[src/rtl/uart_tx_arbiter.sv]
// Round-robin arbiter sharing one uart transmitter between NREQ byte requesters.
// Optional WR/BUSY watchdog enabled by defining UART_ARB_TIMEOUT_EN.
module uart_tx_arbiter #(
    parameter int unsigned NREQ        = 4,
    parameter int unsigned TIMEOUT_CYC = 200000
) (
    input  logic                 clk,
    input  logic                 reset,
    input  logic [2:0]           baud_cfg,
    input  logic [NREQ-1:0]      req,
    input  logic [8*NREQ-1:0]    req_data,
    output logic [NREQ-1:0]      grant,
    output logic [NREQ-1:0]      done,
    output logic                 timeout_err,
    output logic                 Tx_EN,
    output logic                 Tx_WR,
    output logic [7:0]           Tx_DATA,
    output logic [2:0]           baud_select,
    input  logic                 Tx_BUSY
);

    localparam int unsigned PW = (NREQ > 1) ? $clog2(NREQ) : 1;

    typedef enum logic [1:0] {
        IDLE = 2'd0,
        WR   = 2'd1,
        BUSY = 2'd2,
        DONE = 2'd3
    } state_t;

    state_t             state, state_nxt;
    logic [PW-1:0]      ptr, ptr_nxt, gsel, gsel_nxt, ptr_after, pick_idx;
    logic               pick_hit;
    logic               busy_s;
    logic [NREQ-1:0]    grant_nxt, done_nxt;
    logic               en_nxt, wr_nxt;
    logic [7:0]         data_nxt;
    logic [2:0]         baud_nxt;

`ifdef UART_ARB_TIMEOUT_EN
    localparam int unsigned CW = $clog2(TIMEOUT_CYC + 1);
    logic [CW-1:0]      tcnt, tcnt_nxt;
    logic               terr_nxt;
`else
    logic               unused_timeout;
    assign unused_timeout = (TIMEOUT_CYC == 0);
    assign timeout_err    = 1'b0;
`endif

    function automatic int unsigned rr_idx(input logic [PW-1:0] base, input int unsigned off);
        int unsigned s;
        s = 32'(base) + off;
        return (s >= NREQ) ? s - NREQ : s;
    endfunction

    // First pending request at or above ptr, wrapping
    always_comb begin
        pick_hit = 1'b0;
        pick_idx = '0;
        for (int unsigned i = 0; i < NREQ; i++) begin
            if (!pick_hit && req[PW'(rr_idx(ptr, i))]) begin
                pick_hit = 1'b1;
                pick_idx = PW'(rr_idx(ptr, i));
            end
        end
    end

    assign ptr_after = (gsel == PW'(NREQ - 1)) ? '0 : gsel + PW'(1);

    always_comb begin
        state_nxt = state;
        ptr_nxt   = ptr;
        gsel_nxt  = gsel;
        grant_nxt = grant;
        done_nxt  = '0;
        en_nxt    = Tx_EN;
        wr_nxt    = Tx_WR;
        data_nxt  = Tx_DATA;
        baud_nxt  = baud_select;
`ifdef UART_ARB_TIMEOUT_EN
        tcnt_nxt  = tcnt;
        terr_nxt  = 1'b0;
`endif
        case (state)
            IDLE: begin
                baud_nxt = baud_cfg;
                if (pick_hit) begin
                    state_nxt = WR;
                    gsel_nxt  = pick_idx;
                    grant_nxt = NREQ'(1) << pick_idx;
                    data_nxt  = req_data[{pick_idx, 3'b000} +: 8];
                    wr_nxt    = 1'b1;
                    en_nxt    = 1'b1;
`ifdef UART_ARB_TIMEOUT_EN
                    tcnt_nxt  = '0;
`endif
                end
            end
            WR: begin
                if (busy_s) begin
                    wr_nxt    = 1'b0;
                    state_nxt = BUSY;
                end
            end
            BUSY: begin
                if (!busy_s) begin
                    done_nxt  = grant;
                    state_nxt = DONE;
                end
            end
            DONE: begin
                grant_nxt = '0;
                en_nxt    = 1'b0;
                ptr_nxt   = ptr_after;
                state_nxt = IDLE;
            end
            default: state_nxt = IDLE;
        endcase
`ifdef UART_ARB_TIMEOUT_EN
        // Watchdog abort overrides normal WR/BUSY progress
        if (state == WR || state == BUSY) begin
            if (tcnt == CW'(TIMEOUT_CYC - 1)) begin
                state_nxt = IDLE;
                wr_nxt    = 1'b0;
                grant_nxt = '0;
                en_nxt    = 1'b0;
                done_nxt  = '0;
                terr_nxt  = 1'b1;
                ptr_nxt   = ptr_after;
            end else begin
                tcnt_nxt  = tcnt + CW'(1);
            end
        end
`endif
    end

    always_ff @(posedge clk or negedge reset) begin
        if (!reset) begin
            state       <= IDLE;
            ptr         <= '0;
            gsel        <= '0;
            grant       <= '0;
            done        <= '0;
            Tx_EN       <= 1'b0;
            Tx_WR       <= 1'b0;
            Tx_DATA     <= '0;
            baud_select <= 3'b111;
            busy_s      <= 1'b0;
        end else begin
            state       <= state_nxt;
            ptr         <= ptr_nxt;
            gsel        <= gsel_nxt;
            grant       <= grant_nxt;
            done        <= done_nxt;
            Tx_EN       <= en_nxt;
            Tx_WR       <= wr_nxt;
            Tx_DATA     <= data_nxt;
            baud_select <= baud_nxt;
            busy_s      <= Tx_BUSY;
        end
    end

`ifdef UART_ARB_TIMEOUT_EN
    always_ff @(posedge clk or negedge reset) begin
        if (!reset) begin
            tcnt        <= '0;
            timeout_err <= 1'b0;
        end else begin
            tcnt        <= tcnt_nxt;
            timeout_err <= terr_nxt;
        end
    end
`endif

endmodule

[config.mk]
export PLATFORM = sky130hd
export DESIGN_NAME = uart_tx_arbiter
export DESIGN_NICKNAME = d
export VERILOG_FILES = /design/src/rtl/uart_tx_arbiter.sv
export SDC_FILE = /design/constraint.sdc
export NUM_CORES = 1
export LEC_CHECK = 0
export CORE_ASPECT_RATIO = 0.75
export CORE_MARGIN = 8
export CORE_UTILIZATION = 44
export DETAILED_ROUTE_END_ITERATION = 7
export GPL_ROUTABILITY_DRIVEN = 0
export PLACE_DENSITY_LB_ADDON = 0.05
export SLEW_MARGIN = 20
export SYNTH_ARGS = -nofsm -noshare
export SYNTH_HDL_FRONTEND = slang
export SYNTH_SLANG_ARGS = --single-unit
[constraint.sdc]
create_clock -name clk -period 2.4 [get_ports clk]
set_clock_uncertainty 0.05 [all_clocks]
set_input_delay 0.48 -clock clk [delete_from_list [all_inputs] [get_ports clk]]
set_output_delay 0.48 -clock clk [all_outputs]
set_load 0.005 [all_outputs]
==> impl_metrics.json, run 1 <==
{
  "status": "finished, final reports clean",
  "rows": 19,
  "worst_pin_slew_ns": 0.600,
  "design_area_sq_mm": 0.00245,
  "synth_top_area_cell": "dfrtp_1",
  "fin_crit_sh_pct": 90.2,
  "fmax_ghz": 0.462,
  "synth.top_cell.area_share_pct": 37.4,
  "fin_tns_setup_ns": 0,
  "reg2reg_to": "state[1]$_DFFE_PN0P_",
  "drt_pass1_iterations": 4,
  "nFillCells": 298,
  "port_buffers": 62,
  "numCtsBuffers": 3,
  "cp-startpoint": "req[1]",
  "cts_tree": "done",
  "r2r_slack_ns": 0.35,
  "htree_levels": 1,
  "via_per_inst": 5.24,
  "ys_types": 40,
  "required_ns": 2.55,
  "grt_max_degree": 29,
  "place_hpwl_um": 3510,
  "grt-ovfl-total": 0,
  "drv_cap": 0,
  "utilization_pct": 67.0,
  "core_area_sq_mm": 0.00366,
  "grt_util_all_layers_pct": 15.1,
  "routedWlPerCell_um": 15.6,
  "synth-main-ff-cell": "dfrtp_1",
  "final_layout_size_suffix_gt1_share_pct": 15.9,
  "postCtsHoldBufs": 0,
  "cts_max_path_buffers": 2,
  "hp-class": "register to register",
  "dp_slack_ns": -0.0417,
  "p_per_area_mw_per_mm2": 1080,
  "nets": 281,
  "dieArea_sq_mm": 0.00606,
  "yosysSeqAreaShare_pct": 42.1,
  "cts_setup_buffers": 0,
  "clk_pin_slew_ns": 0.10,
  "antenna_found_initial": 0,
  "area_growth_pct": 46.6,
  "p_leak_nw": 1.05,
  "synth-edff-count": 0,
  "avgSynthCellArea_sq_um": 10.2,
  "die_y_um": 69.4,
  "die_w_um": 87.2,
  "ant_nets": 0,
  "multi_input_area_sq_um": 883,
  "synth_nets": 212,
  "grt_pass1_vias": 1662,
  "rsz0062_at_grt": "no",
  "arrival_ns": 2.32,
  "maxSlewHeadroom_pct": 60.0,
  "numClockSinks": 28,
  "cp_max_fo": 8,
  "start_kind": "primary input",
  "yosysWarnings": 0,
  "dr_total_vias": 1489,
  "regArea_sq_um": 704,
  "postSynthCellCount": 164,
  "netlist_area_sq_mm": 0.00167,
  "place_inst": 280,
  "ir_drop_mv": 0.589,
  "synthTopCellsByCount": "dfrtp_1 (25), nand2_1 (21), o21ai_0 (14)",
  "hold_ws_ns": 0.459,
  "drc": 0,
  "reg2reg_depth": 6,
  "crit_end": "Tx_DATA[6]$_DFFE_PN0P_",
  "antenna_cells": 0,
  "post_dp_cell_area_sq_mm": 0.00238,
  "drtIter0Drc": 107,
  "synth-seq-cells": 28,
  "final_cells": 284,
  "layout_setup_ws_ns": 0.234,
  "cts_resized": 0,
  "reg2reg_from": "state[0]$_DFFE_PN0P_",
  "crit_type": "primary input to register",
  "synth_area_leaders": "dfrtp_1 (37%), mux2i_1 (4.8%), dfstp_2 (4.7%)",
  "cts_root_buffer": "clkbuf_8",
  "grt_pass1_wl_um": 7500,
  "drv_slew": 0,
  "hold_viol": 0,
  "insertion_delay_ns": 0.28,
  "p_total_mw": 2.65,
  "cp-end-kind": "register",
  "finalWirelength_um": 4440,
  "yosysMostFrequentCell": "dfrtp_1",
  "setup_viol": 0,
  "num_io_pins": 64,
  "start_util_pct": 45.7,
  "ys_async_sr_fraction_pct": 100,
  "period_minus_slack_ns": 2.17
}
==> registers in the layout (all words and copies together) (netlist names) <==
register	count
Tx_DATA	8
done	4
grant	4
baud_select	3
gsel	2
ptr	2
state	2
Tx_EN	1
Tx_WR	1
busy_s	1
==> report_power, final <==
group / switching, mW / total [mW] / internal [mW]
logic: 0.630 / 1.41 / 0.780
registers: 0.168 / 0.862 / 0.694
clock network: 0.154 / 0.377 / 0.224
total: 0.952 / 2.65 / 1.70
==> critical path: stages <==
cell	delay, ns
clkdlybuf4s50_1	0.61
nor2_2	0.11
nor4_4	0.53
nor2_4	0.07
buf_4	0.18
mux2i_1	0.13
a211oi_2	0.20
==> kinds of logic after synthesis <==
| kind of cell | after synthesis | share of synthesized area, % |
|---|---|---|
| AOI/OAI and AO/OA | 49 | 21.7 |
| adders and majority gates | 6 | 4.48 |
| buffers and inverters | 15 | 5.16 |
| DFF | 28 | 42.1 |
| muxes | 14 | 8.82 |
| other | 1 | 0.224 |
| and+or+nand+nor | 51 | 17.6 |
==> layout make-up <==
cell class	instances	area share [%]
Sequential cell	28	28.7
Multi-Input combinational cell	121	36.0
Inverter	5	0.765
Clock inverter	1	1.22
Clock buffer	3	1.68
Timing Repair Buffer	74	29.0
Tap cell	52	2.65
==> layout by cell type (no fill, tap or decap), drive strengths merged, types with 3 or more instances in the layout <==
cell	n
clkdlybuf4s50	62
dfrtp	25
nand2	21
o21ai	14
buf	12
a211o	9
mux2i	8
nand3	8
o211ai	7
nor2b	7
mux2	6
ha	6
and2	6
inv	5
a21oi	5
nor2	5
a211oi	4
dfstp	3
clkbuf	3
==> worst min path at each step <==
stage                      startpoint                      to  cells after the start
6_report       Tx_DATA[4]$_DFFE_PN0P_  Tx_DATA[4]$_DFFE_PN0P_                      2
5_1_grt        Tx_DATA[4]$_DFFE_PN0P_  Tx_DATA[4]$_DFFE_PN0P_                      2
4_1_cts        Tx_DATA[4]$_DFFE_PN0P_  Tx_DATA[4]$_DFFE_PN0P_                      2
3_5_place_dp   Tx_DATA[4]$_DFFE_PN0P_  Tx_DATA[4]$_DFFE_PN0P_                      2
3_3_place_gp      gsel[1]$_DFFE_PN0P_     gsel[1]$_DFFE_PN0P_                      2
2_1_floorplan                   reset  Tx_DATA[0]$_DFFE_PN0P_                      0
==> layer usage <==
metal	global-route usage, %	vias to the layer above	part of all wire [%]
li1	-	726	-
met1	18.1	705	46
met2	23.8	52	44
met3	6.75	6	9.5
met4	3.61	0	1.2
met5	0	-	0
No activity file was read; power rests on OpenSTA's default activity.
==> run 2: changes to the inputs <==
--- a/config.mk
+++ b/config.mk
@@ -5,9 +5,10 @@
 export SDC_FILE = /design/constraint.sdc
 export NUM_CORES = 1
 export LEC_CHECK = 0
+export ABC_AREA = 1
 export CORE_ASPECT_RATIO = 0.75
 export CORE_MARGIN = 8
-export CORE_UTILIZATION = 44
+export CORE_UTILIZATION = 41
 export DETAILED_ROUTE_END_ITERATION = 7
 export GPL_ROUTABILITY_DRIVEN = 0
 export PLACE_DENSITY_LB_ADDON = 0.05
==> constraint.sdc (replaced) <==
create_clock -name clk -period 1.77 [get_ports clk]
set_clock_uncertainty 0.05 [all_clocks]
set_input_delay 0.354 -clock clk [delete_from_list [all_inputs] [get_ports clk]]
set_output_delay 0.354 -clock clk [all_outputs]
set_load 0.005 [all_outputs]
==> run 2 against run 1 <==
Net effect:
- the run now ends with setup timing left
- total power grew 130%
- largest cell class unchanged
- sequential power grew 28%
- worst hold slack lost 0.060 ns
==> impl_metrics.json, run 2 <==
{
  "cp_max_fo": 8,
  "place_hpwl_um": 3620,
  "ir_drop_mv": 1.14,
  "cts_max_path_buffers": 2,
  "die_y_um": 73.3,
  "htree_levels": 1,
  "muxShareOfSynthArea_pct": 0,
  "hold_ws_ns": 0.400,
  "synth_nets": 307,
  "synth_xor_area_share_pct": 0,
  "fin_crit_sh_pct": 106,
  "via_per_inst": 4.69,
  "synthAdderAreaFrac_pct": 4.18,
  "grt_pass1_wl_um": 7730,
  "synth_top_family_by_area": "simple AND/OR/NAND/NOR gates",
  "final_common_cell": "nand2_1",
  "rsz0062_at_grt": "yes",
  "ant_nets": 0,
  "post_dp_cell_area_sq_mm": 0.00256,
  "synth_area_leaders": "dfrtp_1 (35%), nand2_1 (25%), nand3_1 (7.2%)",
  "layout_common_cells": "nand2_1 (100), clkdlybuf4s50_1 (59), dfrtp_1 (23)",
  "postCtsHoldBufs": 0,
  "clk_pin_slew_ns": 0.09,
  "nets": 391,
  "insertion_delay_ns": 0.27,
  "num_io_pins": 64,
  "yosysSeqAreaShare_pct": 39.2,
  "reg2reg_from": "ptr[0]$_DFFE_PN0P_",
  "drt_pass1_iterations": 4,
  "synth-seq-cells": 28,
  "antenna_found_initial": 0,
  "synth-main-ff-cell": "dfrtp_1",
  "top_register": "Tx_DATA",
  "layout_setup_ws_ns": -0.110,
  "postSynthCellCount": 259,
  "synthSimpleGateAreaFrac_pct": 42.2,
  "critPathMostFrequentCell": "nand2_1",
  "dieArea_sq_mm": 0.00678,
  "die_w_um": 92.4,
  "largest_reg_flops": 8,
  "grt_pass1_vias": 1686,
  "arrival_ns": 2.00,
  "port_buffers": 62,
  "ys_types": 24,
  "dr_total_vias": 1871,
  "reg_top3": "Tx_DATA: 8 flops, done: 4 flops, grant: 4 flops",
  "synth_compound_area_share_pct": 5.36,
  "cp-startpoint": "ptr[0]$_DFFE_PN0P_",
  "cpMaxStageDelayCell": "dfrtp_2",
  "required_ns": 1.89,
  "status": "complete, but fails checks",
  "area_growth_pct": 66.4,
  "core_area_sq_mm": 0.00434,
  "synthTopCellsByCount": "nand2_1 (121), nand3_1 (26), dfrtp_1 (25)",
  "start_util_pct": 41.4,
  "p_per_area_mw_per_mm2": 2060,
  "avgSynthCellArea_sq_um": 6.94,
  "start_kind": "register",
  "numClockSinks": 28,
  "drtIter0Drc": 71,
  "yosysWarnings": 0,
  "cts_root_buffer": "clkbuf_8",
  "cts_tree": "done",
  "p_total_mw": 6.16,
  "antenna_cells": 0,
  "routedWlPerCell_um": 12.8,
  "grt_util_all_layers_pct": 13.7,
  "drv_slew": 0,
  "ys_async_sr_fraction_pct": 100,
  "fmax_ghz": 0.532,
  "drc": 0,
  "drv_cap": 0,
  "slowest_delay_ns": 0.45,
  "final_layout_size_suffix_gt1_share_pct": 27.8,
  "setup_viol": 12,
  "p_leak_nw": 1.52,
  "hold_viol": 0,
  "synth-edff-count": 0,
  "dp_slack_ns": -0.374,
  "crit_type": "register to register",
  "grt-ovfl-total": 0,
  "grt_max_degree": 29,
  "synth.top_cell.area_share_pct": 34.8,
  "synth_top_area_cell": "dfrtp_1",
  "rows": 21,
  "fin_tns_setup_ns": -0.869,
  "hp-class": "primary input to asynchronous set/reset pin",
  "netlist_area_sq_mm": 0.00180,
  "design_area_sq_mm": 0.00299,
  "yosysMostFrequentCell": "nand2_1",
  "numCtsBuffers": 3,
  "violations": "setup timing",
  "crit_chain": "buf_12 -> nand2_2 -> nand2_2 -> nand2_1 -> nand2_2 -> nand2_4 -> nand2_4 -> nand2_4 -> nand3_4 -> buf_12 -> nand2_1 -> nand2_1 -> nand2_1 -> nand2_1 -> nand2_1 -> nand2_1",
  "period_minus_slack_ns": 1.88,
  "finalWirelength_um": 5090,
  "cp-end-kind": "register"
}
[run 2: cell types whose count changed after synthesis, moves of 7 or more]
cell and change:
o21ai_0 -8, nand2_2 +13, inv_1 +13, nand2_1 +100, inv_2 +7, a211o_1 -9
mux2i_1 -8, nand3_1 +19, o211ai_1 -7
[run 2: cells by family after synthesis]
logic type,count (synthesis)
simple gates,173
buf+inv,34
flops,28
compound gates,17
fa+ha+maj,6
other cells,1
[run 2: report_power, final]
| group | internal [mW] | switching (mW) | total (mW) |
|---|---|---|---|
| clock network | 0.303 | 0.196 | 0.499 |
| registers | 0.918 | 0.177 | 1.10 |
| logic | 2.12 | 2.45 | 4.57 |
| total | 3.34 | 2.82 | 6.16 |
[run 2: timing repair]
item | in CTS | in global routing
buffers inserted | 2 | 4
setup endpoints to repair | 18 | 18
endpoints found under the hold margin | 0 | 0
gates cloned | 0 | 5
resized for setup | 9 | 58
pin swaps | 2 | 10
[run 2: cell type report]
cell class              count  area (sq um)
fillers                   382          1350
well taps                  57          71.3
inverters                  25           104
clock buffers               3          41.3
repair buffers             87           912
clock inverters             1          30.0
multi-input cells         198          1120
flip-flops and latches     28           707
[run 2: through the flow]
step	utilization [%]	std cells
6_report	69.0	399
5_1_grt	69.0	399
4_1_cts	61.8	390
3_3_place_gp	59.1	384
3_5_place_dp	59.1	384
2_1_floorplan	-	259
[run 2: worst max-delay path: cells and delay by family, from the launching register on]
kind,cells,cell delay [ns]
flip-flops,1,0.45
AND/OR/NAND/NOR,14,0.96
buffers and inverters,2,0.32
[run 2: final timing paths]
check / end / slack [ns] / depth (start not counted)
worst max register to register: Tx_DATA[0]$_DFFE_PN0P_ / -0.11 / 16
worst max-delay path: Tx_DATA[0]$_DFFE_PN0P_ / -0.11 / 16
min in group clk: baud_select[1]$_DFFE_PN1N_ / 0.42 / 2
worst min register to register: baud_select[1]$_DFFE_PN1N_ / 0.42 / 2
worst min-delay path: grant[2]$_DFFE_PN0P_ / 0.40 / 2
max in group asynchronous: baud_select[2]$_DFFE_PN1N_ / 0.96 / 2
[run 2: routing by layer]
layer	global-route usage, %	routed length [um]	vias up
li1	-	-	973
met1	17.6	2360	857
met2	23.1	2440	39
met3	4.08	277	2
met4	1.07	8	0
met5	0	0	-
